### src/rtl/mul_secuenciador.sv
// Operand sequencer and result buffer for the Booth multiplicador: pulses mul_reset, waits for Fin
// (or times out), then parks the product in a valid/ready output register; DONE stalls while it is full.
module mul_secuenciador #(
    parameter int N          = 3,
    parameter int RST_CYCLES = 2,
    parameter int TIMEOUT    = 16
) (
    input  logic           clk,
    input  logic           reset,
    input  logic           in_valid,
    output logic           in_ready,
    input  logic [N-1:0]   in_multiplicando,
    input  logic [N-1:0]   in_multiplicador,
    output logic           out_valid,
    input  logic           out_ready,
    output logic [2*N-1:0] out_result,
    output logic           out_err,
    output logic           busy,
    output logic [N-1:0]   mul_multiplicando,
    output logic [N-1:0]   mul_multiplicador,
    output logic           mul_reset,
    input  logic [2*N-1:0] mul_result,
    input  logic           mul_fin
);

    localparam int PW = (RST_CYCLES > 1) ? $clog2(RST_CYCLES) : 1;
    localparam int WW = $clog2(TIMEOUT + 1);

    typedef enum logic [2:0] {
        IDLE,
        START,
        SETTLE,
        WAIT,
        DONE
    } state_t;

    state_t           state;
    state_t           state_nx;
    logic [PW-1:0]    pulse_cnt;
    logic [WW-1:0]    wait_cnt;
    logic [2*N-1:0]   res_q;
    logic             err_q;
    logic             accept;
    logic             pulse_last;
    logic             timeout_hit;
    logic             load_out;

    assign in_ready    = (state == IDLE) && !reset;
    assign busy        = (state != IDLE);
    assign mul_reset   = reset || (state == START);
    assign accept      = in_valid && in_ready;
    assign pulse_last  = (pulse_cnt == PW'(RST_CYCLES - 1));
    assign timeout_hit = (wait_cnt == WW'(TIMEOUT - 1));
    assign load_out    = (state == DONE) && (!out_valid || out_ready);

    always_ff @(posedge clk) begin
        if (reset) begin
            state <= IDLE;
        end else begin
            state <= state_nx;
        end
    end

    always_comb begin
        state_nx = state;
        case (state)
            IDLE:    if (accept) state_nx = START;
            START:   if (pulse_last) state_nx = SETTLE;
            SETTLE:  state_nx = WAIT;
            WAIT:    if (mul_fin || timeout_hit) state_nx = DONE;
            DONE:    if (load_out) state_nx = IDLE;
            default: state_nx = IDLE;
        endcase
    end

    // Operands stay on the multiplier until the next acceptance, even while DONE stalls.
    always_ff @(posedge clk) begin
        if (reset) begin
            mul_multiplicando <= '0;
            mul_multiplicador <= '0;
            pulse_cnt         <= '0;
            wait_cnt          <= '0;
            res_q             <= '0;
            err_q             <= 1'b0;
        end else begin
            if (accept) begin
                mul_multiplicando <= in_multiplicando;
                mul_multiplicador <= in_multiplicador;
                pulse_cnt         <= '0;
            end
            if (state == START) begin
                pulse_cnt <= pulse_cnt + PW'(1);
            end
            if (state == SETTLE) begin
                wait_cnt <= '0;
            end
            if (state == WAIT) begin
                wait_cnt <= wait_cnt + WW'(1);
                // Fin takes priority over a timeout landing in the same cycle.
                if (mul_fin) begin
                    res_q <= mul_result;
                    err_q <= 1'b0;
                end else if (timeout_hit) begin
                    res_q <= '0;
                    err_q <= 1'b1;
                end
            end
        end
    end

    always_ff @(posedge clk) begin
        if (reset) begin
            out_valid  <= 1'b0;
            out_result <= '0;
            out_err    <= 1'b0;
        end else if (load_out) begin
            out_valid  <= 1'b1;
            out_result <= res_q;
            out_err    <= err_q;
        end else if (out_valid && out_ready) begin
            out_valid <= 1'b0;
        end
    end

endmodule

### config.mk
export PLATFORM = sky130hd
export DESIGN_NAME = mul_secuenciador
export DESIGN_NICKNAME = d
export VERILOG_FILES = /design/src/rtl/mul_secuenciador.sv
export SDC_FILE = /design/constraint.sdc
export NUM_CORES = 1
export LEC_CHECK = 0
export BUFFER_PORTS_ARGS = -buffer_cell sky130_fd_sc_hd__buf_2
export CORE_MARGIN = 3
export CORE_UTILIZATION = 54
export CTS_BUF_LIST = sky130_fd_sc_hd__clkbuf_8
export DETAILED_ROUTE_END_ITERATION = 6
export PLACE_DENSITY = 0.91
export SLEW_MARGIN = 5
export SYNTH_ARGS = -nofsm -noshare
export SYNTH_HDL_FRONTEND = slang
export SYNTH_SLANG_ARGS = --single-unit
### constraint.sdc
create_clock -name clk -period 2.4 [get_ports clk]
set_clock_uncertainty 0.2 [all_clocks]
set_input_delay 0.36 -clock clk [delete_from_list [all_inputs] [get_ports clk]]
set_output_delay 0.36 -clock clk [all_outputs]
set_load 0.01 [all_outputs]
## Word level (Yosys, flattened, before mapping)

Index checks and enable logic that the tools add are counted.

- Input bits: 17
- Output and inout port bits: 17
- Register bits after elaboration: 30
- Word-level logic and storage cells: 53

- Add/sub/neg operators: 2
- Reductions and logical operators: 17
- Multiplexer cells: 15
- Equality and inequality tests: 9

Operator list:

| cell | count |
|---|---|
| $pmux W3 S5 | 1 |
| $mux W3 | 4 |
| $mux W6 | 2 |
| $mux W5 | 2 |
| $ne A2 B2 Y1 const B | 4 |
| $reduce_bool A2 Y1 | 4 |
| $eq A3 B2 Y1 const B | 2 |
| $mux W1 | 6 |
| $add A5 B1 Y5 const B | 1 |
| $eq A5 B4 Y1 const B | 1 |
| $logic_and A1 B1 Y1 | 4 |
| $reduce_and A4 Y1 | 1 |
| $eq A3 B1 Y1 const B | 1 |
| $eq A3 B3 Y1 const B | 1 |
| $logic_not A3 Y1 | 1 |
| $logic_or A1 B1 Y1 | 3 |
| $reduce_bool A3 Y1 | 1 |
| $logic_not A1 Y1 | 2 |
| $reduce_and A2 Y1 | 1 |
| $add A1 B1 Y1 const B | 1 |

## Longest topological paths before layout

Gate-level depths: netlist of run 1.

- Depth after elaboration: 5
- Mapped depth: 6
- Depth with buffers taken out: 6

## Worst setup path before layout of run 1

OpenSTA, ideal clock, no wires.

- Kind: register to register
- Start: reg wait_cnt[0]
- End: reg state[2]
- Cell stages (with the launch flop): 7
- Library setup time: 0.114 ns
- Required time: 2.086 ns
- Period minus slack after synthesis: 1.722 ns
- Arrival time: 1.408 ns
- Slack: 0.678 ns
- Path buffers: 0
- Path through: dfxtp_1 ha_1 and3_1 ha_1 nor2_1 o22ai_1 and2b_1

- Longest elaborated chain between the ends: 4

Ends and longest elaborated chain:

| item | line | text |
|---|---|---|
| from (decl) | 40 | `logic [WW-1:0] wait_cnt;` |
| from (signal assigned) | 98 | `wait_cnt <= wait_cnt + WW'(1);` |
| $eq A5 B4 Y1 | 53 | `assign timeout_hit = (wait_cnt == WW'(TIMEOUT - 1));` |
| $logic_or A1 B1 Y1 | 70 | `WAIT: if (mul_fin \|\| timeout_hit) state_nx = DONE;` |
| $ne A2 B2 Y1 (no line) | - |  |
| $reduce_and A4 Y1 (no line) | - |  |
| to (signal assigned) | 60 | `state <= state_nx;` |
| to (decl) | 37 | `state_t state;` |

Every way passes these cells.
A chain may end at the register's enable or synchronous reset.

## Final worst setup path of run 1

- Start: reg state[2]
- End: out mul_reset

- Longest elaborated chain between the ends: 2

Ends and longest elaborated chain:

| item | line | text |
|---|---|---|
| $eq A3 B1 Y1 | 50 | `assign mul_reset = reset \|\| (state == START);` |
| $logic_or A1 B1 Y1 | 50 |  |
| to (decl) | 21 | `output logic mul_reset,` |

Every way passes these cells.

==> results of run 1 <==
worst max-delay path by stage:
stage	start	to	slack, ns
6_report	state[2]	mul_reset	0.28
3_3_place_gp	wait_cnt[0]	state[2]	0.61
2_1_floorplan	wait_cnt[0]	state[2]	0.68
3_5_place_dp	state[2]	out_result[1]	0.55
5_1_grt	state[2]	mul_reset	0.17
4_1_cts	state[2]	mul_reset	0.28
worst max-delay path: cells and delay by family (launching register included):
| kind | cells | cell delay [ns] |
|---|---|---|
| DFF | 1 | 0.70 |
| buffers and inverters | 1 | 0.14 |
| and+or+nand+nor | 2 | 0.44 |
cell type report:
cell class	instances	area, µm²	share of cell area (%)
multi-input combinational	103	663	42.4
sequential	30	601	38.4
timing repair buffer	33	165	10.6
clock buffer	6	82.6	5.28
tap	28	35.0	2.24
clock inverter	2	8.76	0.560
inverter	2	7.51	0.480
cell families after synthesis:
family	after synthesis	share of synthesized area, %
AO/OA/AOI/OAI	39	15.3
adder cells (fa/ha/maj)	2	1.90
buffers and inverters	12	4.27
flip-flops	30	45.5
multiplexers	7	7.58
AND/OR/NAND/NOR	55	25.5
flip-flops by register name, summed over array words and instances (netlist names), 3 cells and up:
name and flops:
out_result 6, mul_multiplicador 3, mul_multiplicando 3, res_q 6, state 3, wait_cnt 5
cell usage in the layout (no fill, tap or decap), types with 2 or more instances in the layout:
cell type,synthesis,final
o21ai_0,16,16
a21oi_1,20,20
dfxtp_1,30,30
nor2_1,5,5
clkbuf_8,0,6
nand4_1,7,7
ha_1,2,2
nand3b_1,3,3
nand2_1,11,11
nand3_1,3,3
and3b_1,2,2
inv_1,2,3
mux2_4,6,6
buf_2,3,33
nand2b_1,2,2
nor3_1,3,3
nor2b_1,9,9
report_power, final:
group          switching, mW  internal (mW)  total, mW
Clock                  0.187          0.227      0.414
Sequential            0.0188          0.513      0.532
Combinational         0.0542         0.0521      0.106
Total                  0.260          0.792       1.05
through the flow:
| stage | utilization, % | cells | area (µm²) | worst slack, ns | hold WS (ns) |
|---|---|---|---|---|---|
| final | 68.7 | 204 | 1560 | 0.278 | 0.107 |
| after global routing | 68.7 | 204 | 1560 | 0.175 | 0.0923 |
| after CTS | 68.7 | 204 | 1560 | 0.277 | 0.0985 |
| after detailed placement | 64.7 | 196 | 1470 | 0.549 | 0.265 |
| after global placement | 64.7 | 196 | 1470 | 0.612 | 0.241 |
| after floorplan | - | 145 | 1320 | 0.678 | 0.232 |
per-layer routing:
| layer | routed length [µm] | track usage [%] |
|---|---|---|
| met3 | 194 | 8.18 |
| met5 | 0 | 0 |
| met1 | 1140 | 23.1 |
| met4 | 99 | 11.1 |
| met2 | 1570 | 34.3 |
==> impl_results.md, run 1 <==
* Synth top area cells: dfxtp_1, a21oi_1, mux2_4
* Crit path max-delay cell type: dfxtp_1
* Post-CTS Setup Inserts at 0
* Max-slew headroom at 59.7%
* Crit Reg-Reg Startpoint: wait_cnt[0]
* RSZ-0062 raised after global routing: no
* Leading area contributor after synthesis: dfxtp_1
* Largest net degree at the start of global routing at 33
* Slew Viols, Final at 0
* MaxCap Viol Count at 0
* Fin nets at 194
* Sequential-to-total area share from yosys stat at 45.5%
* Clock slew at reported path FFs at 0.06 ns
* Fill cells at 174
* R2R Setup Slk at 0.47 ns
* Initial DRC count at 42
* Maximum buffer depth of the clock tree at 2
* Tightest Pin Transition at 0.604 ns
* Pwr Density at 673 nW/µm²
* DR pass1 iterations at 4
* Initial antenna violation count at 0
* Area grow syn2layout at 18.4%
* Distinct cell type count after synthesis at 33
* CP Data Arrival Time at 1.56 ns
* Core area at 2280 µm²
* Yosys warnings at 0
* CP Cell Sequence: nor3b_1, or2_2, buf_2
* Most used flip-flop cell after synthesis: dfxtp_1
* Global-route wire length before repair at 5000 µm
* Via Count at 1196
* Clk root buf: clkbuf_8
* HPWL Detailed at 2180 µm
* Overall routing resource usage at 20.9%
* Row Count at 17
* Crit-path max FO at 18
* Num CTS Buffers at 5
* Layout cells sized above 1 at 27.8%
* Reg2reg path depth at 6
* Ys async rst share at 0%
* PortBufs at 33
* Cells after synthesis at 145
* Die area at 3070 µm²
* Residual DRC at 0
* Post-synth EDFFs at 0
* Drt total wl at 3010 µm
* Fmax at 0.471 GHz
* Hold_buf cts at 0
* Worst VDD drop at 0.437 mV
* Clk_lat worst skew at 0.28 ns
* Min-delay src: in_multiplicador[2]
* Hold Crit Class: input pin to flip-flop
* Fin crit share at 88.4%
* Synth Register Bits at 30
* Detail Route Antenna Nets at 0
* H-tree levels at 2
* Die Width at 55.4 µm
* Clock tree sinks at 30
* Setup crit end kind: output pin
* # resized after CTS at 0
* Ports at 34
* Most frequent cell after synthesis: dfxtp_1
* Max incr delay on CP at 0.70 ns
* Crit path kind: flip-flop to output pin
* Net count after synthesis at 164
* ANT cells at 0
* Hold path depth at 2
* Reg-to-Reg End: res_q[4]
* Pleak at 0.658 nW
* Post-synth top cells: dfxtp_1, a21oi_1, o21ai_0, nand2_1, nor2b_1
* Synthesized area at 1320 µm²
* Avg Cell Area, Syn at 9.10 µm²
* Final setup vio count at 0
* Post-route setup TNS at 0 ns
* Worst Hold End: mul_multiplicador[2]
* CTS tree: done
* Number of global-route vias before repair at 1143
* Die Ht at 55.4 µm
* Post-synth top area share at 45.5%
* Initial Utilization at 58.0%
* Final GP Congestion at 0.764
* Fin. Hold Viols at 0
* Total Power at 1.05 mW
* Status: finished, final reports clean
* CP Launch Type: flip-flop
* WL/cell at 14.8 µm
* Critical Path RT at 1.84 ns
* Vias/cell at 5.86
* Global route overflow at 0
* Final min period at 2.12 ns
(Power assumes the default switching activity.)
==> run 2, diff against run 1 <==
- ABC_AREA: unset -> 1
- CORE_UTILIZATION: 54 -> 53
==> run 2 against run 1 <==
Total power rose by 19%; largest cell class is now flip-flops and latches; critical path type unchanged; core utilization rose by 4.4 points; clock-buffer cell count did not move.
==> impl_results.md, run 2 <==
* Overall routing resource usage at 22.2% (was 20.9%)
* Synth Register Bits at 30 (unchanged)
* Distinct cell type count after synthesis at 27 (was 33)
* Core area at 2080 µm² (was 2280 µm²)
* Row Count at 16 (was 17)
* Post-route cell area at 1520 µm² (was 1560 µm²)
* DP Area at 1410 µm² (was 1470 µm²)
* Place WS at 0.628 ns (was 0.549 ns)
* CP Cell Sequence: nor2_1, nand2_1, nand2_1, buf_2 (was nor3b_1, or2_2, buf_2)
* Die Ht at 54.4 µm (was 55.4 µm)
* Die Width at 54.4 µm (was 55.4 µm)
* Post-synth EDFFs at 0 (unchanged)
* Final GP Congestion at 0.852 (was 0.764)
* Slew Viols, Final at 0 (unchanged)
* MaxCap Viol Count at 0 (unchanged)
* Clock slew at reported path FFs at 0.06 ns (about the same)
* Reg2reg path depth at 10 (was 6)
* Hold Crit Class: input pin to flip-flop (unchanged)
* Avg Cell Area, Syn at 7.92 µm² (was 9.10 µm²)
* Fin crit share at 81.7% (was 88.4%)
* WL/cell at 13.5 µm (was 14.8 µm)
* Residual DRC at 0 (unchanged)
* Detail Route Antenna Nets at 0 (unchanged)
* Final min period at 1.96 ns (was 2.12 ns)
* ANT cells at 0 (unchanged)
* Layout cells sized above 1 at 26.0% (was 27.8%)
* Hold path depth at 3 (was 2)
* Tightest Pin Transition at 0.499 ns (was 0.604 ns)
* Commonest non-fill, non-tap cell in the layout: nand2_1 (was buf_2)
* Number of global-route vias before repair at 1111 (was 1143)
* R2R Setup Slk at 0.62 ns (was 0.47 ns)
* Most frequent cell after synthesis: nand2_1 (was dfxtp_1)
* Clock tree sinks at 30 (unchanged)
* # resized after CTS at 0 (unchanged)
* CP Launch Type: flip-flop (unchanged)
* Max-slew headroom at 66.7% (was 59.7%)
* Max incr delay on CP at 0.63 ns (was 0.70 ns)
* Post-route insts no fill at 219 (was 204)
* Status: finished, final reports clean (unchanged)
* Vias/cell at 5.37 (was 5.86)
* Post-CTS Setup Inserts at 0 (unchanged)
* Clk_lat worst skew at 0.28 ns (about the same)
* Num CTS Buffers at 5 (unchanged)
* Initial Utilization at 59.7% (was 58.0%)
* Fmax at 0.510 GHz (was 0.471 GHz)
* Cells after synthesis at 157 (was 145)
* Largest delay contributor family on the critical path: flip-flops (unchanged)
* Hold_buf cts at 0 (unchanged)
* CP Depth at 4 (was 3)
* Clk root buf: clkbuf_8 (unchanged)
* HPWL Detailed at 2000 µm (was 2180 µm)
* Yosys warnings at 0 (unchanged)
* Most frequent cells in the layout: nand2_1, buf_2, dfxtp_1 (was buf_2, dfxtp_1, a21oi_1)
* Post-synth top cells: nand2_1, dfxtp_1, a21oi_1, inv_1 (was dfxtp_1, a21oi_1, o21ai_0, nand2_1, nor2b_1)
* DR pass1 iterations at 5 (was 4)
* Placed Cells at 212 (was 196)
* Drt total wl at 2960 µm (was 3010 µm)
* Global route overflow at 0 (unchanged)
* Post-route setup TNS at 0 ns (unchanged)
* Total Power at 1.25 mW (was 1.05 mW)
* Fin nets at 211 (was 194)
* Multi-input logic area at 541 µm² (was 663 µm²)
* PortBufs at 33 (unchanged)
* Setup crit end kind: output pin (unchanged)
* RSZ-0062 raised after global routing: no (unchanged)
* CTS tree: done (unchanged)
* Critical Path RT at 1.84 ns (about the same)
* Worst path most repeated cell: nand2_1
* Register area at 601 µm² (unchanged)
* Worst VDD drop at 0.649 mV (was 0.437 mV)
* Largest net degree at the start of global routing at 20 (was 33)
* Initial DRC count at 32 (was 42)
* Die area at 2960 µm² (was 3070 µm²)
* Maximum buffer depth of the clock tree at 2 (unchanged)
* Leading area contributor after synthesis: dfxtp_1 (unchanged)
* Ys async rst share at 0% (unchanged)
* Crit path max-delay cell type: dfxtp_1 (unchanged)
* Initial antenna violation count at 0 (unchanged)
* Fill cells at 160 (was 174)
* Final setup vio count at 0 (unchanged)
* Pleak at 0.675 nW (was 0.658 nW)
* Area grow syn2layout at 22.2% (was 18.4%)
* Largest regs: out_result (6), res_q (6), wait_cnt (5) (unchanged)
* Crit path kind: flip-flop to output pin (unchanged)
* Ports at 34 (unchanged)
* Via Count at 1177 (was 1196)
* Crit-path max FO at 8 (was 18)
* Setup ws final at 0.439 ns (was 0.278 ns)
* H-tree levels at 2 (unchanged)
* Fin. Hold Viols at 0 (unchanged)
* Sequential-to-total area share from yosys stat at 48.3% (was 45.5%)
* Pwr Density at 824 nW/µm² (was 673 nW/µm²)
* Post-synth top area share at 48.3% (was 45.5%)
* Global-route wire length before repair at 4570 µm (was 5000 µm)
* CP Data Arrival Time at 1.40 ns (was 1.56 ns)
* Net count after synthesis at 176 (was 164)
* Synth top area cells: dfxtp_1, nand2_1, a21oi_1 (was dfxtp_1, a21oi_1, mux2_4)
* Most used flip-flop cell after synthesis: dfxtp_1 (unchanged)
* Crit path buf inv count at 1 (unchanged)
* Synthesized area at 1240 µm² (was 1320 µm²)
==> run 2: changes by cell type after synthesis, sizes merged, moves of 3 or more <==
cell	before	now
nand2	12	40
inv	2	18
nor2b	9	0
nand3	3	11
nor2	5	13
mux2	6	0
nand4	7	1
o21ai	16	10
clkbuf	4	1
nand3b	3	0
nor3	3	0
==> run 2: path summary, 6_finish.rpt <==
path | startpoint | endpoint
setup / recovery | state[2] | mul_reset
hold / removal | in_multiplicador[1] | mul_multiplicador[1]
setup reg to reg | wait_cnt[0] | state[1]
hold reg to reg | out_result[0] | out_result[0]
==> run 2: metrics by stage <==
step           hold WS (ns)  util [%]
6_report             0.0742      73.0
3_3_place_gp          0.230      67.6
5_1_grt              0.0714      73.0
3_5_place_dp          0.234      67.6
2_1_floorplan         0.240         -
4_1_cts              0.0696      73.0
==> run 2: worst reg2reg max path: stages, from the launching register on <==
cell and delay [ns]:
dfxtp_1 0.38, ha_1 0.19, nand2_1 0.08, nor2_1 0.11
ha_1 0.23, nor2_1 0.07, nand2_1 0.10, nand2_1 0.07
nor2_1 0.08, nand3_1 0.07, a21oi_1 0.13
==> run 2: routing by layer <==
layer  vias up  global-route usage (%)  wire [µm]
li1        577                       -          -
met1       537                    22.5       1210
met2        52                    38.8       1480
met3        11                    7.08        184
met4         0                    14.5         78
met5         -                       0          0
==> run 2: kinds of logic after synthesis <==
| family | synth area share [%] |
|---|---|
| and+or+nand+nor | 25.1 |
| xor gates and xnor gates | 0.704 |
| AOI/OAI and AO/OA | 15.7 |
| DFF | 48.3 |
| buffers and inverters | 8.25 |
| adders and majority gates | 2.01 |
==> run 2: layout make-up <==
cell class              count  area share (%)
clock buffers               6            5.43
clock inverters             1            1.98
multi-input cells         104            35.6
well taps                  27            2.22
inverters                  18            4.44
repair buffers             33            10.9
flip-flops and latches     30            39.5
==> run 2: report_power, final <==
| part | internal [mW] | leakage (nW) | switching (mW) | total [mW] |
|---|---|---|---|---|
| sequential | 0.527 | 0.243 | 0.0302 | 0.557 |
| combinational | 0.0681 | 0.374 | 0.113 | 0.181 |
| clock | 0.332 | 0.0573 | 0.183 | 0.514 |
==> run 3, diff against run 2 <==
- clock period: 2.4 -> 1.84 ns (I/O delays scaled with it)
==> run 3 against run 2 <==
Total power grew 22%; worst setup slack lost 0.32 ns; cell count grew 4.1%; sequential cell count unchanged; global-route usage increased by 1.6 points; clock power up 5.1%; largest power group unchanged; design area is 3.3% higher; first-iteration DRC count increased by 53%; via count grew 1.7%; highest routed layer unchanged; critical endpoint is now res_q[5]; hold slack got worse by 0.038 ns; sequential power increased by 31%.
==> impl_results.md, run 3 (synthesis gave the netlist of run 2 again) <==
* Final min period at 1.72 ns
* CP Data Arrival Time at 1.73 ns (was 1.40 ns)
* Post-CTS Setup Inserts at 0 (unchanged)
* Slew Viols, Final at 0 (unchanged)
* Post-route setup TNS at 0 ns (unchanged)
* WL/cell at 13.6 µm (was 13.5 µm)
* Drt total wl at 3100 µm (was 2960 µm)
* Vias/cell at 5.25 (was 5.37)
* Row Count at 16 (unchanged)
* Largest regs: out_result (6), res_q (6), wait_cnt (5) (unchanged)
* CTS tree: done (unchanged)
* Most frequent cells in the layout: nand2_1, buf_2, dfxtp_1 (unchanged)
* Die Ht at 54.4 µm (unchanged)
* Clock slew at reported path FFs at 0.06 ns (about the same)
* Global route overflow at 0 (unchanged)
* Fill cells at 160 (unchanged)
* Residual DRC at 0 (unchanged)
* Crit-path max FO at 8 (unchanged)
* Largest net degree at the start of global routing at 20 (unchanged)
* Initial antenna violation count at 0 (unchanged)
* HPWL Detailed at 2080 µm (was 2000 µm)
* Fmax at 0.581 GHz
* Overall routing resource usage at 23.8% (was 22.2%)
* RSZ-0062 raised after global routing: no (unchanged)
* Clk root buf: clkbuf_8 (unchanged)
* Crit path buf inv count at 0 (was 1)
* Max incr delay on CP at 0.34 ns (was 0.63 ns)
* Worst VDD drop at 0.836 mV (was 0.649 mV)
* Placed Cells at 213 (was 212)
* Commonest non-fill, non-tap cell in the layout: nand2_1 (unchanged)
* PortBufs at 33 (unchanged)
* DP Area at 1420 µm² (was 1410 µm²)
* Largest delay contributor family on the critical path: compound AO/OA/AOI/OAI gates (was flip-flops)
* Final setup vio count at 0 (unchanged)
* R2R Setup Slk at 0.12 ns (was 0.62 ns)
* Maximum buffer depth of the clock tree at 2 (unchanged)
* Fin crit share at 93.5%
* Via Count at 1197 (was 1177)
* Tightest Pin Transition at 0.349 ns (was 0.499 ns)
* Number of global-route vias before repair at 1116 (was 1111)
* Final GP Congestion at 0.889 (was 0.852)
* Fin nets at 218 (was 211)
* Ports at 34 (unchanged)
* Hold Crit Class: input pin to flip-flop (unchanged)
* Clock tree sinks at 30 (unchanged)
* Max-slew headroom at 76.7% (was 66.7%)
* Critical Path RT at 1.85 ns (was 1.84 ns)
* Post-route cell area at 1570 µm² (was 1520 µm²)
* Pleak at 0.700 nW (was 0.675 nW)
* Final Util at 75.4% (was 73.0%)
* Initial DRC count at 49 (was 32)
* H-tree levels at 2 (unchanged)
* Fin. Hold Viols at 0 (unchanged)
* CP Cell Sequence: ha_1, nand2_1, nor2_1, ha_1, o21ai_2, nand2_1, a21oi_1 (was nor2_1, nand2_1, nand2_1, buf_2)
* MaxCap Viol Count at 0 (unchanged)
* Area grow syn2layout at 26.3% (was 22.2%)
* Layout cells sized above 1 at 26.0% (about the same)
* Pwr Density at 969 nW/µm² (was 824 nW/µm²)
* Crit path kind: flip-flop to flip-flop (was flip-flop to output pin)
* Status: finished, final reports clean (unchanged)
* Core area at 2080 µm² (unchanged)
* Num CTS Buffers at 5 (unchanged)
* Die area at 2960 µm² (unchanged)
* Clk_lat worst skew at 0.29 ns (was 0.28 ns)
* Die Width at 54.4 µm (unchanged)
* Global-route wire length before repair at 4790 µm (was 4570 µm)
* Initial Utilization at 59.7% (unchanged)
* Crit path max-delay cell type: dfxtp_1 (unchanged)
* Post-route insts no fill at 228 (was 219)
* CP Launch Type: flip-flop (unchanged)
* Detail Route Antenna Nets at 0 (unchanged)
* Setup crit end kind: flip-flop (was output pin)
* DR pass1 iterations at 4 (was 5)
==> run 3: worst min-delay path, delay by kind of cell <==
family                 cells  cell delay, ns
and+or+nand+nor            1            0.05
AOI/OAI and AO/OA          1            0.05
buffers and inverters      1            0.09
==> run 3: repair_timing <==
action,CTS,global route
hold buffers,6,0
setup endpoints to repair,0,2
gates resized for setup,0,1
endpoints found under the hold margin,6,0
==> run 3: per-layer routing <==
metal	vias up	global-route usage, %	wire (µm)	part of all wire [%]
met3	7	9.26	232	7.5
met2	50	41.2	1600	52
met5	-	0	0	0
li1	593	-	-	-
met4	0	14.1	64	2.1
met1	547	24.0	1200	39
==> run 3: worst paths after layout <==
| path | start | to | cells after the start |
|---|---|---|---|
| hold / removal | mul_result[0] | res_q[0] | 3 |
| hold reg to reg | out_result[4] | out_result[4] | 2 |
| setup reg to reg | wait_cnt[0] | res_q[5] | 7 |
| setup / recovery | wait_cnt[0] | res_q[5] | 7 |
==> run 3: power breakdown <==
part / internal [mW] / leakage, nW / switching, mW / total (mW)
Clock: 0.295 / 0.0524 / 0.245 / 0.540
Combinational: 0.0988 / 0.404 / 0.155 / 0.254
Sequential: 0.688 / 0.244 / 0.0398 / 0.728
Total: 1.08 / 0.700 / 0.440 / 1.52
==> run 3: stage by stage <==
step	worst slack (ns)	power [mW]	hold WS, ns
floorplan	0.316	0.885	0.187
global placement	0.256	0.956	0.227
detailed placement	0.160	0.971	0.241
CTS	0.0260	1.52	0.0295
global route	0.0177	1.59	0.0315
finish	0.119	1.52	0.0360
==> run 3: area by class of cell <==
type,instances,area (µm²),share of cell area [%]
sequential,30,602,38.3
multi-input combinational,104,541,34.4
timing repair buffer,40,233,14.8
clock buffer,6,82.6,5.26
inverter,18,67.6,4.30
tap,27,33.8,2.15
clock inverter,2,8.76,0.558
antenna,1,2.50,0.159
